[src/rtl/mem_arbiter_pkg.sv]
// Shared types for the unified memory-port arbiter: FSM state and grant select.
// The bus command encodings mirror the BUS_* defines of sys_defs.vh.
`ifndef BUS_NONE
`define BUS_NONE  2'h0
`define BUS_LOAD  2'h1
`define BUS_STORE 2'h2
`endif

package mem_arbiter_pkg;

    typedef enum logic [1:0] {
        IDLE    = 2'd0,
        BUSY_IF = 2'd1,
        BUSY_DM = 2'd2
    } arb_state_t;

    typedef enum logic [1:0] {
        GNT_NONE = 2'd0,
        GNT_IF   = 2'd1,
        GNT_DM   = 2'd2
    } grant_sel_t;

    // Data side wins ties: the MEM stage always holds the older instruction.
    function automatic grant_sel_t pick_grant(input logic if_pend, input logic dm_pend);
        grant_sel_t g;
        g = GNT_NONE;
        if (dm_pend)
            g = GNT_DM;
        else if (if_pend)
            g = GNT_IF;
        return g;
    endfunction

endpackage

[src/rtl/mem_arb_perf.sv]
// Free-running 32-bit activity counters for the memory arbiter (conflicts, busy cycles).
// Both counters wrap at 2^32 and clear on rst.
module mem_arb_perf (
    input  logic        clk,
    input  logic        rst,
    input  logic        conflict_i,
    input  logic        busy_i,
    output logic [31:0] conflict_cnt_o,
    output logic [31:0] busy_cnt_o
);

    logic [31:0] conflict_q, conflict_d;
    logic [31:0] busy_q, busy_d;

    always_comb begin
        conflict_d = conflict_q + {31'd0, conflict_i};
        busy_d     = busy_q + {31'd0, busy_i};
    end

    always_ff @(posedge clk or posedge rst) begin
        if (rst) begin
            conflict_q <= '0;
            busy_q     <= '0;
        end else begin
            conflict_q <= conflict_d;
            busy_q     <= busy_d;
        end
    end

    assign conflict_cnt_o = conflict_q;
    assign busy_cnt_o     = busy_q;

endmodule

[src/rtl/mem_arbiter.sv]
// Arbitrates one outstanding IF/MEM transaction onto the unified cmd/ack memory port.
// Optional perf counters are compiled in with MEM_ARB_PERF_EN.
module mem_arbiter
    import mem_arbiter_pkg::*;
#(
    parameter int ADDR_W = 32,
    parameter int DATA_W = 32
) (
    input  logic              clk,
    input  logic              rst,
    input  logic              if_req,
    input  logic [ADDR_W-1:0] if_addr,
    output logic              if_vld,
    output logic [DATA_W-1:0] if_inst,
    input  logic [1:0]        dm_cmd,
    input  logic [ADDR_W-1:0] dm_addr,
    input  logic [DATA_W-1:0] dm_din,
    output logic              dm_done,
    output logic [DATA_W-1:0] dm_dout,
    output logic [1:0]        mem_cmd,
    output logic [ADDR_W-1:0] mem_addr,
    output logic [DATA_W-1:0] mem_din,
    input  logic [DATA_W-1:0] mem_dout,
    input  logic              mem_ack,
    output logic              arb_stall
`ifdef MEM_ARB_PERF_EN
    ,
    output logic [31:0]       perf_conflict_cnt,
    output logic [31:0]       perf_busy_cnt
`endif
);

    arb_state_t        state_q, state_d;
    logic [1:0]        cmd_q, cmd_d;
    logic [ADDR_W-1:0] addr_q, addr_d;
    logic [DATA_W-1:0] din_q, din_d;
    grant_sel_t        gnt;
    logic              issue;
    logic              dm_pend;

    assign dm_pend = (dm_cmd != `BUS_NONE);

    // The requester completing this cycle is masked: its request still shows the finished access.
    always_comb begin
        state_d = state_q;
        cmd_d   = cmd_q;
        addr_d  = addr_q;
        din_d   = din_q;
        if_vld  = 1'b0;
        dm_done = 1'b0;
        gnt     = GNT_NONE;
        issue   = 1'b0;

        case (state_q)
            IDLE: begin
                issue = 1'b1;
                gnt   = pick_grant(if_req, dm_pend);
            end
            BUSY_IF: begin
                if (mem_ack) begin
                    if_vld = 1'b1;
                    issue  = 1'b1;
                    gnt    = pick_grant(1'b0, dm_pend);
                end
            end
            BUSY_DM: begin
                if (mem_ack) begin
                    dm_done = 1'b1;
                    issue   = 1'b1;
                    gnt     = pick_grant(if_req, 1'b0);
                end
            end
            default: begin
                state_d = IDLE;
                cmd_d   = `BUS_NONE;
            end
        endcase

        if (issue) begin
            case (gnt)
                GNT_DM: begin
                    state_d = BUSY_DM;
                    cmd_d   = dm_cmd;
                    addr_d  = dm_addr;
                    din_d   = dm_din;
                end
                GNT_IF: begin
                    state_d = BUSY_IF;
                    cmd_d   = `BUS_LOAD;
                    addr_d  = if_addr;
                    din_d   = '0;
                end
                default: begin
                    state_d = IDLE;
                    cmd_d   = `BUS_NONE;
                end
            endcase
        end
    end

    always_ff @(posedge clk or posedge rst) begin
        if (rst) begin
            state_q <= IDLE;
            cmd_q   <= `BUS_NONE;
            addr_q  <= '0;
            din_q   <= '0;
        end else begin
            state_q <= state_d;
            cmd_q   <= cmd_d;
            addr_q  <= addr_d;
            din_q   <= din_d;
        end
    end

    assign mem_cmd  = cmd_q;
    assign mem_addr = addr_q;
    assign mem_din  = din_q;
    assign if_inst  = mem_dout;
    assign dm_dout  = mem_dout;

    assign arb_stall = ~rst & ((if_req & ~if_vld) | (dm_pend & ~dm_done));

`ifdef MEM_ARB_PERF_EN
    logic perf_conflict;
    logic perf_busy;

    assign perf_conflict = if_req & dm_pend & ~(if_vld & dm_done);
    assign perf_busy     = (state_q != IDLE);

    mem_arb_perf u_perf (
        .clk            (clk),
        .rst            (rst),
        .conflict_i     (perf_conflict),
        .busy_i         (perf_busy),
        .conflict_cnt_o (perf_conflict_cnt),
        .busy_cnt_o     (perf_busy_cnt)
    );
`endif

endmodule

[config.mk]
export PLATFORM = sky130hd
export DESIGN_NAME = mem_arbiter
export DESIGN_NICKNAME = d
export VERILOG_FILES = /design/src/rtl/mem_arbiter_pkg.sv /design/src/rtl/mem_arb_perf.sv /design/src/rtl/mem_arbiter.sv
export SDC_FILE = /design/constraint.sdc
export NUM_CORES = 1
export LEC_CHECK = 0
export CAP_MARGIN = 20
export CORE_MARGIN = 2
export CORE_UTILIZATION = 37
export CTS_BUF_LIST = sky130_fd_sc_hd__clkbuf_4 sky130_fd_sc_hd__clkbuf_8
export DETAILED_ROUTE_END_ITERATION = 10
export PLACE_DENSITY = 0.89
export SLEW_MARGIN = 10
export SYNTH_ARGS = -nofsm -noshare
export SYNTH_HDL_FRONTEND = slang
export SYNTH_SLANG_ARGS = --single-unit
[constraint.sdc]
create_clock -name clk -period 3.1 [get_ports clk]
set_input_delay 0.62 -clock clk [delete_from_list [all_inputs] [get_ports clk]]
set_output_delay 0.62 -clock clk [all_outputs]
set_load 0.005 [all_outputs]
==> results of run 1 <==
## layout by cell type, fill, tap and decap left out, types with 5 or more instances in the layout
cell and count:
nor2b_1 32, mux2_2 47, dfrtp_1 68, buf_4 8
nor2_1 5, clkbuf_8 11, mux2_4 49, clkdlybuf4s50_1 170
ha_1 5
## stage by stage
stage               TNS [ps]  hold WS [ps]  utilization, %  area (sq um)  std cells
finish                     0           503            53.8          5600        563
global route               0           527            53.8          5600        563
CTS                        0           507            53.8          5600        563
detailed placement     -3790           491            51.8          5400        547
global placement           0           489            51.8          5400        547
floorplan                  0           501               -          3990        309
## sequential cells by signal (all words and copies together) (netlist names)
name	count
mem_addr	32
mem_cmd	2
mem_din	32
state_q	2
## power by group
group | total [mW] | switching [mW] | internal, mW | leakage [nW]
clock network | 0.746 | 0.324 | 0.422 | 0.106
logic | 3.32 | 1.07 | 2.26 | 1.54
registers | 1.65 | 0.275 | 1.37 | 0.809
## area by class of cell
class	instances	area, sq um
sequential	68	1700
multi-input combinational	158	1690
fill	883	4810
clock inverter	4	47.5
clock buffer	12	159
inverter	4	15.0
tap	136	170
timing repair buffer	181	1820
## worst register-to-register path: stages (launching register included)
cell and delay (ps):
dfrtp_1 420, inv_1 90, ha_1 150, and2_1 160
a21oi_1 80, or3b_2 460, ha_1 310, or3_4 410
buf_12 190, mux2_4 340
## kinds of logic after synthesis
group | count (synthesis) | share of synthesized area [%]
mux | 98 | 32.2
simple gates | 48 | 7.24
compound gates | 6 | 0.941
fa+ha+maj | 6 | 1.88
flops | 68 | 42.6
buf+inv | 83 | 15.1
## worst max-delay path by stage
| stage | to | slack (ps) | start | cells past startpoint |
|---|---|---|---|---|
| after floorplan | mem_addr[0]$_DFFE_PP0P_ | 400 | dm_cmd[1] | 8 |
| after global placement | mem_din[15]$_DFFE_PP0P_ | 8 | dm_cmd[0] | 8 |
| after detailed placement | mem_din[23]$_DFFE_PP0P_ | -70 | mem_ack | 8 |
| after CTS | mem_din[23]$_DFFE_PP0P_ | 270 | mem_ack | 8 |
| after global routing | mem_din[23]$_DFFE_PP0P_ | 220 | dm_cmd[1] | 8 |
| final | mem_din[23]$_DFFE_PP0P_ | 260 | dm_cmd[0] | 8 |
## metal layers
metal	share of wire, %	vias up	global-route usage [%]
li1	-	1190	-
met1	35	1234	15.5
met2	55	115	29.3
met3	6.7	37	3.81
met4	3.4	0	8.33
met5	0	-	0
==> flow_summary.ini, run 1 <==
[setup_path]
slowest_delay_ps = 460
rr_startpoint = state_q[0]$_DFFE_PP0P_
path_cells = clkdlybuf4s50_1 -> nor2_1 -> a21oi_1 -> or3b_2 -> ha_1 -> or3_4 -> buf_12 -> mux2_4
path_buf_inv = 2
arrival_ps = 3050
crit_family = simple AND/OR/NAND/NOR gates
r2r-end = mem_din[23]$_DFFE_PP0P_
r2r_slack_ps = 380
path_class = input port to register
startpoint_type = input port
cp_slowest_cell = or3b_2
crit_required_ps = 3310
critPathMaxFanout = 27
cp-end-kind = register
reg2reg_depth = 9

[drt]
first_iter_violations = 47
first_pass_iters = 4
drcViolationCount = 0
ant_nets = 0
wl_mm = 8.80
routed_via_density = 4.58
wl_per_cell_microns = 15.6
vias = 2576

[power_and_ir_drop]
p_total_mw = 5.72
p_per_area_nw_per_um2 = 1020
leakage_nw = 2.45
max-vdd-ir-drop_mv = 0.418

[hold_path]
hold-path-cell-count = 1
min_to = mem_addr[22]$_DFFE_PP0P_
hp-class = register to register
min-delay-start = mem_addr[22]$_DFFE_PP0P_

[logic_synthesis]
seq_area_frac_synth_pct = 42.6
synth_fp_nets = 449
synthesis.area_sq_um = 3990
ys_seq_elements = 68
async_flop_share_pct = 100
yosysMostFrequentCell = dfrtp_1
synth_top_flop_cell = dfrtp_1
yosysWarningCount = 0
synth_edf_count = 0
synth_common_cells = dfrtp_1 (68), buf_4 (64), mux2_4 (49), mux2_2 (47), nor2b_1 (32)
synth_top_area_share_pct = 42.6
synthTopCellsByArea = dfrtp_1 (43%), mux2_4 (18%), mux2_2 (13%), buf_4 (12%), nor2b_1 (5.0%)
synth_top_area_cell = dfrtp_1
syn_area_per_cell_sq_um = 12.9
synth_cell_types = 25
postSynthCellCount = 309

[floorplan]
fp.coreArea_sq_um = 10400
core.rowCount = 37
die_y_microns = 108
die_w_microns = 108
dieArea_sq_um = 11600
initial_core_util_pct = 38.3
io_pins = 267

[job]
drv_cap = 0

[sta]
setup_viol = 0
fin_crit_sh_pct = 91.6
worst_pin_slew_ps = 410
finClkSkew_ps = 9.78
max_freq_mhz = 352
drv_slew = 0
hold_viol_final = 0
post-route-min-period_ps = 2840
rsz0062_at_grt = no
setup_ws_ps = 260
slew_headroom_pct = 72.6

[finish]
diodes = 0
layout.nets = 562
drive_above_1_share_pct = 30.0
area_delta_synth_final_pct = 40.5

[grt]
antenna_found_initial = 0
grt_pass1_vias = 2923
grt_usage_pct = 15.5
grt_start_max_net_pins = 40
grt_pass1_wl_mm = 13.9
grt-ovfl-total = 0

[clocking]
hold_buffers = 0
numCtsBuffers = 9
cts_tree = done
post_cts_buffers = 0
clock_latency_ps = 330
cts_resized = 0
cts_buffer_depth = 2
clk_pin_slew_ps = 60
htreeDepth = 3
ctsRootBufferMaster = clkbuf_8
clock_sinks = 68

[placed_design]
io_buffers = 170
gp_congestion = 0.724
pre_cts_slack_ps = -74.2
dp_hpwl_mm = 6.96

[run_status]
status = finished, final reports clean
(Power assumes the default switching activity.)
==> run 2: changes to the inputs <==
--- a/config.mk
+++ b/config.mk
@@ -5,6 +5,7 @@
 export SDC_FILE = /design/constraint.sdc
 export NUM_CORES = 1
 export LEC_CHECK = 0
+export ABC_AREA = 0
 export CAP_MARGIN = 20
 export CORE_MARGIN = 2
 export CORE_UTILIZATION = 37
==> results of run 2 <==
No change in the layout: final DEF, timing and power equal those of run 1.
